==> config.mk <==
export PLATFORM = sky130hd
export DESIGN_NAME = instr_fetch
export DESIGN_NICKNAME = d
export VERILOG_FILES = /design/src/rtl/instr_fetch.sv
export SDC_FILE = /design/constraint.sdc
export NUM_CORES = 1
export LEC_CHECK = 0
export ABC_CLOCK_PERIOD_IN_PS = 3100
export CAP_MARGIN = 10
export CORE_UTILIZATION = 47
export CTS_CLUSTER_DIAMETER = 40
export DETAILED_ROUTE_END_ITERATION = 8
export PLACE_DENSITY = 0.79
export SLEW_MARGIN = 25
export SYNTH_ARGS = -nofsm -noshare
export SYNTH_HDL_FRONTEND = slang
export SYNTH_SLANG_ARGS = --single-unit
==> constraint.sdc <==
create_clock -name clk -period 3.1 [get_ports clk]
set_input_delay 0.775 -clock clk [delete_from_list [all_inputs] [get_ports clk]]
set_output_delay 0.775 -clock clk [all_outputs]
set_load 0.01 [all_outputs]
==> src/rtl/instr_fetch.sv <==
// instr_fetch: PC sequencing, one-cycle instruction memory interface and 2-entry decode queue
module instr_fetch #(
  parameter logic [15:0] RESET_PC = 16'h0000
) (
  input  logic        clk,
  input  logic        reset,
  output logic        imem_en,
  output logic [15:0] imem_addr,
  input  logic [15:0] imem_rdata,
  output logic [15:0] instr,
  output logic [15:0] instr_pc,
  output logic        instr_valid,
  input  logic        decode_ready,
  input  logic        redirect_valid,
  input  logic [15:0] redirect_pc,
  input  logic        halt
);
  typedef enum logic [1:0] {EMPTY, ONE, FULL} cnt_t;
  cnt_t        cnt;
  logic [15:0] pc;
  logic [15:0] fl_pc;
  logic [15:0] e1_instr;
  logic [15:0] e1_pc;
  logic        in_flight;
  logic        push;
  logic        pop;
  logic [2:0]  occ;
  assign imem_addr   = pc;
  assign instr_valid = cnt != EMPTY;
  assign push        = in_flight;
  assign pop         = instr_valid & decode_ready;
  // queued + outstanding - leaving must leave room for the response of a new issue
  assign occ         = 3'(cnt) + 3'(in_flight) - 3'(pop);
  assign imem_en     = reset & ~halt & ~redirect_valid & (occ < 3'd2);
  // PC, in-flight tag and queue; instr/instr_pc are the queue head so they hold when empty
  always_ff @(posedge clk or negedge reset) begin
    if (!reset) begin
      pc        <= RESET_PC;
      in_flight <= 1'b0;
      fl_pc     <= 16'h0000;
      cnt       <= EMPTY;
      instr     <= 16'h0000;
      instr_pc  <= 16'h0000;
      e1_instr  <= 16'h0000;
      e1_pc     <= 16'h0000;
    end else if (redirect_valid) begin
      pc        <= redirect_pc;
      in_flight <= 1'b0;
      cnt       <= EMPTY;
    end else begin
      in_flight <= imem_en;
      if (imem_en) begin
        fl_pc <= pc;
        pc    <= pc + 16'd2;
      end
      if (push && (cnt == EMPTY || (cnt == ONE && pop))) begin
        instr    <= imem_rdata;
        instr_pc <= fl_pc;
      end else if (pop && cnt == FULL) begin
        instr    <= e1_instr;
        instr_pc <= e1_pc;
      end
      if (push && ((cnt == ONE && !pop) || cnt == FULL)) begin
        e1_instr <= imem_rdata;
        e1_pc    <= fl_pc;
      end
      cnt <= (push && !pop) ? (cnt == EMPTY ? ONE : FULL) :
             (pop && !push) ? (cnt == FULL ? ONE : EMPTY) : cnt;
    end
  end
endmodule

### Word-level counts from Yosys, hierarchy flattened

Cells that the tools add are included.

* register bits after elaboration: 99
* input bits: 37
* output and inout bits: 50

* $add $sub $neg: 3
* $lt $le $gt $ge: 1
* equality and inequality tests: 2
* muxes and demuxes: 12
* bitwise logic cells: 6
* reduce and logical (&&, ||, !) cells: 19

Operators with widths (number)
* $mux 16: 6
* $add 16x2->16 const B: 1
* $mux 2: 4
* $logic_and 1x1->1: 7
* $reduce_and 2->1: 3
* $reduce_bool 2->1: 3
* $and 1x1->1: 4
* $add 2x1->3: 1
* $lt 3x2->1 const B: 1
* $reduce_bool 3->1: 1
* $sub 3x1->3: 1
* $eq 2x1->1 const B: 1
* $eq 2x2->1 const B: 1
* $logic_not 1->1: 2
* $logic_not 2->1: 1
* $logic_or 1x1->1: 2
* $mux 1: 2
* $not 1->1: 2

### Longest topological paths before layout

Gate-level depths: netlist of the first run.

* depth after elaboration: 7
* gate-level depth with buffers: 13

### Worst setup path before layout of the first run

OpenSTA, ideal clock, no wires.

* kind: input port to output port
* start point: in decode_ready
* end point: out imem_en
* arrival: 2.396 ns
* required time: 2.325 ns
* setup slack: -0.071 ns
* cell stages on the path: 8
* path buffers: 1
* cell sequence: nand2_1 > ha_1 > nand2b_1 > fa_1 > and4bb_2 > nand2_1 > inv_1 > buf_2

* word-level cells in the longest chain between the ends: 4

RTL lines
* start, declared: RTL line 13 `input logic decode_ready,`
* $and 1x1->1: RTL line 31 `assign pop = instr_valid & decode_ready;`
* $sub 3x1->3: RTL line 33 `assign occ = 3'(cnt) + 3'(in_flight) - 3'(pop);`
* $lt 3x2->1: RTL line 34 `assign imem_en = reset & ~halt & ~redirect_valid & (occ < 3'd2);`
* $and 1x1->1: RTL line 34
* end, declared: RTL line 7 `output logic imem_en,`

No other way between the ends.

### Final worst setup path of the first run

* start point: reg cnt[1]
* end point: out imem_en

* word-level cells in the longest chain between the ends: 5
* elaborated cells between the ends (all ways): 6
* classes of those cells: 2 x add/sub; 1 x order compare; 2 x bitwise; 1 x reduce/logical

RTL lines
* start, declared: RTL line 19 `cnt_t cnt;`
* start signal, assigned: RTL line 67 `cnt <= (push && !pop) ? (cnt == EMPTY ? ONE : FULL) :`
* branches (longest 2 deep; another with $add 2x1->3)
* $sub 3x1->3 (*): RTL line 33
* $lt 3x2->1 (*): RTL line 34
* $and 1x1->1 (*): RTL line 34

Mark *: on every way between the ends.

==> results.py, run 1 <==
metrics = {
    "run_status": {
        "status": "finished with violations",
        "violations": "negative setup slack",
    },
    "synth": {
        "ys.flop_type": "dfrtp_1",
        "yosysTopAreaCellShare_pct": 54.4,
        "yosys.area.top_type": "dfrtp_1",
        "synth_edf_count": 0,
        "synth_area_sq_um": 4550,
        "synth_cell_types": 45,
        "synth-seq-area-share_pct": 54.4,
        "ys.warnings.count": 0,
        "synth_cells": 373,
        "synth_commonest_cells": "dfrtp_1, mux2_2, nand2_1",
        "yosysMostFrequentCell": "dfrtp_1",
        "synth_area_leaders": "dfrtp_1, mux2_2, nand2_1",
        "synth-async-reset-ratio_pct": 100,
        "synth-seq-cells": 99,
        "syn_nets": 413,
        "syn-mean-instance-area_sq_um": 12.2,
    },
    "worst_setup_path": {
        "endpoint_kind": "primary output",
        "startpoint": "cnt[1]",
        "crit_path_max_fanout": 2,
        "cp_data_arrival_time_ns": 2.42,
        "cp-start-kind": "flip-flop",
        "required_ns": 2.32,
        "rr_startpoint": "cnt[1]",
        "crit_type": "flip-flop to primary output",
    },
    "timing": {
        "fin_ws_ns": -0.0941,
        "slew_headroom_pct": 51.5,
        "min_period_ns": 3.19,
        "hold_viol": 0,
        "fin_worst_skew_ns": 0.0140,
        "final_max_slew_viol_count": 0,
        "post-route-period-util_pct": 103,
        "rsz0062_at_grt": "true",
        "max_freq_mhz": 313,
        "setup_viol": 1,
        "worst_pin_slew_ns": 0.727,
    },
    "clocking": {
        "cts_made_buffers": 9,
        "max-clock-path-buffers": 2,
        "clkLatencyLatePin_ns": 0.37,
        "cts.htree.levels": 3,
        "clkTransAtPathRegs_ns": 0.10,
        "cts_tree": "yes",
        "clock-root-buffer": "clkbuf_8",
        "cts.sinks": 99,
    },
    "grt": {
        "grt_pass1_wl_um": 16800,
        "antenna_found_initial": 0,
        "grt_remaining_overflow": 0,
        "grt_max_degree": 82,
        "grt_usage_pct": 21.8,
        "first_global_vias": 3421,
    },
    "drt": {
        "ant_nets": 0,
        "avgViaCountPerCell": 5.41,
        "wire_per_inst_um": 16.9,
        "dr.pass1.iters": 4,
        "routed_wl_um": 10500,
        "route.detailed.drc": 0,
        "drtIter0Drc": 142,
        "num_vias": 3363,
    },
    "hold_path": {
        "hold_path_class": "input pin to asynchronous set/reset pin",
    },
    "layout": {
        "drive_above_1_share_pct": 32.9,
        "area_delta_synth_final_pct": 32.5,
        "fillers": 735,
        "antennaDiodeCount": 0,
        "finish.net_count": 528,
        "finalInstanceArea_sq_um": 6040,
        "fin_util_pct": 64.7,
    },
    "placed_design": {
        "gp_congestion": 0.855,
        "dp_hpwl_um": 6730,
        "dpl_cell_area_sq_um": 5700,
        "portBuffers": 86,
    },
    "floorplan": {
        "start_util_pct": 48.8,
        "ios": 87,
        "core.rowCount": 35,
        "die_area_sq_um": 10100,
        "chipHeight_um": 100,
        "die_w_um": 100,
        "fp.coreArea_sq_um": 9330,
    },
    "power_and_ir_drop": {
        "ir_drop_mv": 0.243,
        "p_leak_uw": 0.00287,
        "power_density_nw_per_um2": 499,
        "p_total_uw": 3010,
    },
    "job": {
        "max_cap_viol_count": 0,
    },
}
[per-layer routing]
metal | routed length (um) | part of all wire, % | track usage [%]
met5 | 0 | 0 | 0
met4 | 232 | 2.2 | 10.0
met3 | 513 | 4.9 | 3.41
met2 | 5100 | 49 | 36.6
met1 | 4650 | 44 | 27.9
[cell usage in the layout, fill, tap and decap left out, types with 3 or more instances in the layout]
cell,instances
a21oi_1,4
nand3_1,8
nor3_1,4
o311ai_0,3
nand2_1,54
buf_4,34
mux2_1,3
nand2b_1,3
inv_1,6
clkinv_4,3
and2_1,3
dfrtp_1,99
mux2_2,94
buf_12,3
clkbuf_8,9
clkdlybuf4s50_1,83
mux2i_1,5
a221o_1,4
o21ai_1,3
nand4_1,4
nor2_1,9
o21ai_0,10
[per-stage QoR]
step                      std cells  TNS [ns]  setup WS (ns)  hold slack [ns]
after CTS                       617    -0.148         -0.148            0.365
after global placement          591     -5.59         -0.885            0.467
after global routing            622    -0.155         -0.155            0.384
final                           622   -0.0941        -0.0941            0.375
after detailed placement        591     -8.02         -0.949            0.482
after floorplan                 373         0         0.0192            0.457
[where the power goes]
group | total [uW] | internal, uW | switching, uW
Clock | 829 | 378 | 451
Sequential | 1570 | 1450 | 117
Combinational | 618 | 369 | 249
Total | 3010 | 2200 | 816
[worst max-delay path, stage by stage (launching register included)]
cell      delay [ns]
dfrtp_1         0.40
nor2_2          0.15
inv_2           0.08
nand2_4         0.09
ha_4            0.19
nand2b_4        0.14
fa_1            0.49
and4bb_2        0.25
nand2_2         0.07
inv_2           0.09
buf_6           0.10
[final cells by class]
class                      instances  area, sq um  share of cell area (%)
clock buffer                      11          131                    2.18
clock inverter                     5         63.8                    1.06
inverter                           8         30.0                   0.498
multi-input combinational        247         2000                    33.1
sequential                        99         2480                    41.0
tap                              129          161                    2.67
timing repair buffer             123         1170                    19.4
[state kept, by name (all words and copies together), names as in the netlist]
name and count:
cnt 2, e1_instr 16, e1_pc 16, fl_pc 16, imem_addr 16, in_flight 1, instr 16, instr_pc 16
[logic make-up (layout without fill, tap and decap cells)]
logic type,Yosys count,in the layout,share of synthesized area [%]
AO/OA/AOI/OAI,37,37,5.66
XOR/XNOR,3,3,0.577
adder cells (fa/ha/maj),3,3,0.989
buffers and inverters,27,147,2.72
flip-flops,99,99,54.4
multiplexers,102,102,25.1
AND/OR/NAND/NOR,102,102,10.6
[path summary, 6_finish.rpt]
path / to / slack, ns / cells past startpoint
max: imem_en / -0.09 / 10
min: e1_instr[11] / 0.38 / 2
max reg2reg: imem_addr[12] / 0.19 / 11
min reg2reg: e1_instr[12] / 0.50 / 1
max in group asynchronous: instr_pc[7] / 1.73 / 3
min in group clk: e1_instr[12] / 0.50 / 1
[what timing repair did]
action                     in CTS  in global routing
setup endpoints to repair       6                  3
gates resized for setup        14                  2
buffers inserted               10                  5
pin swaps                       5                  5
hold buffers                    0                  0
Power figures use the tool's default switching activity.
==> inputs of run 2 (changes only) <==
--- a/config.mk
+++ b/config.mk
@@ -11,7 +11,8 @@
 export CTS_CLUSTER_DIAMETER = 40
 export DETAILED_ROUTE_END_ITERATION = 8
 export PLACE_DENSITY = 0.79
-export SLEW_MARGIN = 25
+export SKIP_LAST_GASP = 1
+export SLEW_MARGIN = 20
 export SYNTH_ARGS = -nofsm -noshare
 export SYNTH_HDL_FRONTEND = slang
 export SYNTH_SLANG_ARGS = --single-unit
==> results of run 2 <==
Final layout, timing and power as in run 1 (identical DEF).
==> inputs of run 3 (changes only) <==
--- a/config.mk
+++ b/config.mk
@@ -5,12 +5,13 @@
 export SDC_FILE = /design/constraint.sdc
 export NUM_CORES = 1
 export LEC_CHECK = 0
+export ABC_AREA = 1
 export ABC_CLOCK_PERIOD_IN_PS = 3100
 export CAP_MARGIN = 10
-export CORE_UTILIZATION = 47
+export CORE_UTILIZATION = 48
 export CTS_CLUSTER_DIAMETER = 40
 export DETAILED_ROUTE_END_ITERATION = 8
-export PLACE_DENSITY = 0.79
+export PLACE_DENSITY = 0.8
 export SKIP_LAST_GASP = 1
 export SLEW_MARGIN = 20
 export SYNTH_ARGS = -nofsm -noshare
==> results.py, run 3 <==
metrics = {
    "timing": {
        "setup-tns-final_ns": -0.0508,
        "final_max_slew_viol_count": 0,
        "post-route-period-util_pct": 102,
        "max_freq_mhz": 317,
        "hold_viol": 0,
        "fin_worst_skew_ns": 0.0143,
        "rsz0062_at_grt": "true",
        "fin_ws_ns": -0.0508,
        "setup_viol": 1,
        "worst_pin_slew_ns": 0.866,
        "slew_headroom_pct": 42.3,
        "min_period_ns": 3.15,
    },
    "placed_design": {
        "dpl_cell_area_sq_um": 5860,
        "dp_hpwl_um": 7010,
        "gp_congestion": 0.824,
        "portBuffers": 86,
        "dp.cells": 813,
    },
    "floorplan": {
        "die_w_um": 103,
        "ios": 87,
        "core.rowCount": 36,
        "fp.coreArea_sq_um": 9820,
        "die_area_sq_um": 10600,
        "start_util_pct": 49.6,
        "chipHeight_um": 103,
    },
    "synth": {
        "synth-async-reset-ratio_pct": 100,
        "synth-seq-area-share_pct": 50.8,
        "synth_edf_count": 0,
        "synth_area_leaders": "dfrtp_1, nand2_1, o21ai_0",
        "ys.flop_type": "dfrtp_1",
        "synth-seq-cells": 99,
        "syn-mean-instance-area_sq_um": 8.00,
        "synth_commonest_cells": "nand2_1, dfrtp_1, inv_1",
        "yosysMostFrequentCell": "nand2_1",
        "yosysTopAreaCellShare_pct": 50.8,
        "syn_nets": 649,
        "ys.warnings.count": 0,
        "synth_cells": 609,
        "synth_area_sq_um": 4870,
        "yosys.area.top_type": "dfrtp_1",
        "synth_cell_types": 24,
    },
    "power_and_ir_drop": {
        "p_leak_uw": 0.00286,
        "ir_drop_mv": 0.234,
        "power_density_nw_per_um2": 490,
    },
    "grt": {
        "grt_remaining_overflow": 0,
        "first_global_vias": 3926,
        "antenna_found_initial": 0,
        "grt_max_degree": 72,
        "grt_usage_pct": 21.1,
        "grt_pass1_wl_um": 17300,
    },
    "clocking": {
        "cts.htree.levels": 3,
        "clkLatencyLatePin_ns": 0.37,
        "cts.sinks": 99,
        "max-clock-path-buffers": 2,
        "cts_made_buffers": 9,
        "clkTransAtPathRegs_ns": 0.10,
        "clock-root-buffer": "clkbuf_8",
        "cts_tree": "yes",
    },
    "layout": {
        "layout.cells.non_filler": 831,
        "fillers": 885,
        "finish.net_count": 735,
        "finalInstanceArea_sq_um": 6110,
        "layout_common_cells": "nand2_1, dfrtp_1, inv_1",
        "fin_util_pct": 62.3,
        "antennaDiodeCount": 0,
        "multi_input_area_sq_um": 1870,
        "final-seq-area_sq_um": 2480,
        "drive_above_1_share_pct": 11.0,
        "area_delta_synth_final_pct": 25.5,
        "layout_commonest_cell": "nand2_1",
    },
    "worst_setup_path": {
        "crit_family": "adder cells",
        "path_cells": "buf_8 -> inv_6 -> nor2_4 -> inv_2 -> ha_4 -> or2_4 -> fa_1 -> nand3_2 -> nor2_4 -> buf_6",
        "required_ns": 2.32,
        "crit_top_cell": "nor2_4",
        "cp-start-kind": "input pin",
        "slowest_delay_ns": 0.53,
        "cp_num_buf_inv": 4,
        "critical-path-slowest-cell": "fa_1",
        "endpoint_kind": "primary output",
        "crit_type": "input pin to primary output",
        "crit_path_max_fanout": 2,
        "cp_data_arrival_time_ns": 2.38,
    },
    "hold_path": {
        "hold_path_class": "input pin to asynchronous set/reset pin",
    },
    "run_status": {
        "status": "finished with violations",
        "violations": "negative setup slack",
    },
    "job": {
        "max_cap_viol_count": 0,
    },
    "drt": {
        "route.detailed.drc": 0,
        "ant_nets": 0,
        "wire_per_inst_um": 12.2,
        "num_vias": 4093,
        "avgViaCountPerCell": 4.93,
        "routed_wl_um": 10100,
        "dr.pass1.iters": 4,
        "drtIter0Drc": 125,
    },
}
-- run 3: changes by cell type after synthesis, sizes merged, moves of 6 or more --
cell | previous run | this run
clkbuf | 3 | 9
inv | 8 | 99
mux2 | 97 | 0
nand2 | 56 | 190
nand3 | 9 | 45
nor2 | 10 | 17
o21ai | 13 | 119
-- run 3: cell families after synthesis --
kind of cell,after synthesis,share of synthesized area [%]
AND/OR/NAND/NOR,258,21.8
AO/OA/AOI/OAI,122,14.9
buffers and inverters,127,11.5
flip-flops,99,50.8
adder cells (fa/ha/maj),3,0.924
-- run 3: cell type report --
class | instances | share of cell area, %
Clock inverter | 5 | 1.29
Inverter | 99 | 6.16
Clock buffer | 9 | 2.03
Tap cell | 133 | 2.72
Sequential cell | 99 | 40.5
Timing Repair Buffer | 103 | 16.6
Multi-Input combinational cell | 383 | 30.7
-- run 3: final timing paths --
check / from / to / slack, ns / cells after the start
worst max-delay path: decode_ready / imem_en / -0.05 / 10
worst min-delay path: reset / imem_addr[0] / 0.45 / 2
worst max register to register: cnt[0] / imem_addr[15] / 0.58 / 15
worst min register to register: fl_pc[9] / fl_pc[9] / 0.49 / 2
max in group asynchronous: reset / instr_pc[11] / 1.43 / 3
min in group clk: fl_pc[9] / fl_pc[9] / 0.49 / 2
-- run 3: layer usage --
metal	vias to the layer above	global-route usage, %	wire (um)	part of all wire (%)
li1	2061	-	-	-
met1	1896	27.3	4790	47
met4	0	7.91	95	0.94
met2	127	35.1	4680	46
met3	9	4.00	581	5.7
met5	-	0	0	0
-- run 3: stage by stage --
step	hold WS, ns	setup slack (ns)	power (uW)
after floorplan	0.453	0.0127	1840
after CTS	0.462	-0.0470	3030
after global placement	0.467	-1.04	2130
final	0.450	-0.0508	3000
after detailed placement	0.473	-1.08	2150
after global routing	0.476	-0.145	3170
-- run 3: what timing repair did --
item                       4_1_cts  5_1_grt
pin swaps                        6        0
buffers inserted                 4        0
setup endpoints to repair        1        1
hold buffers                     0        0
gates resized for setup         16        0
-- run 3: power by group --
part	internal (uW)	switching (uW)	total, uW
clock network	446	423	869
registers	1430	96.2	1520
logic	305	298	604
total	2180	818	3000
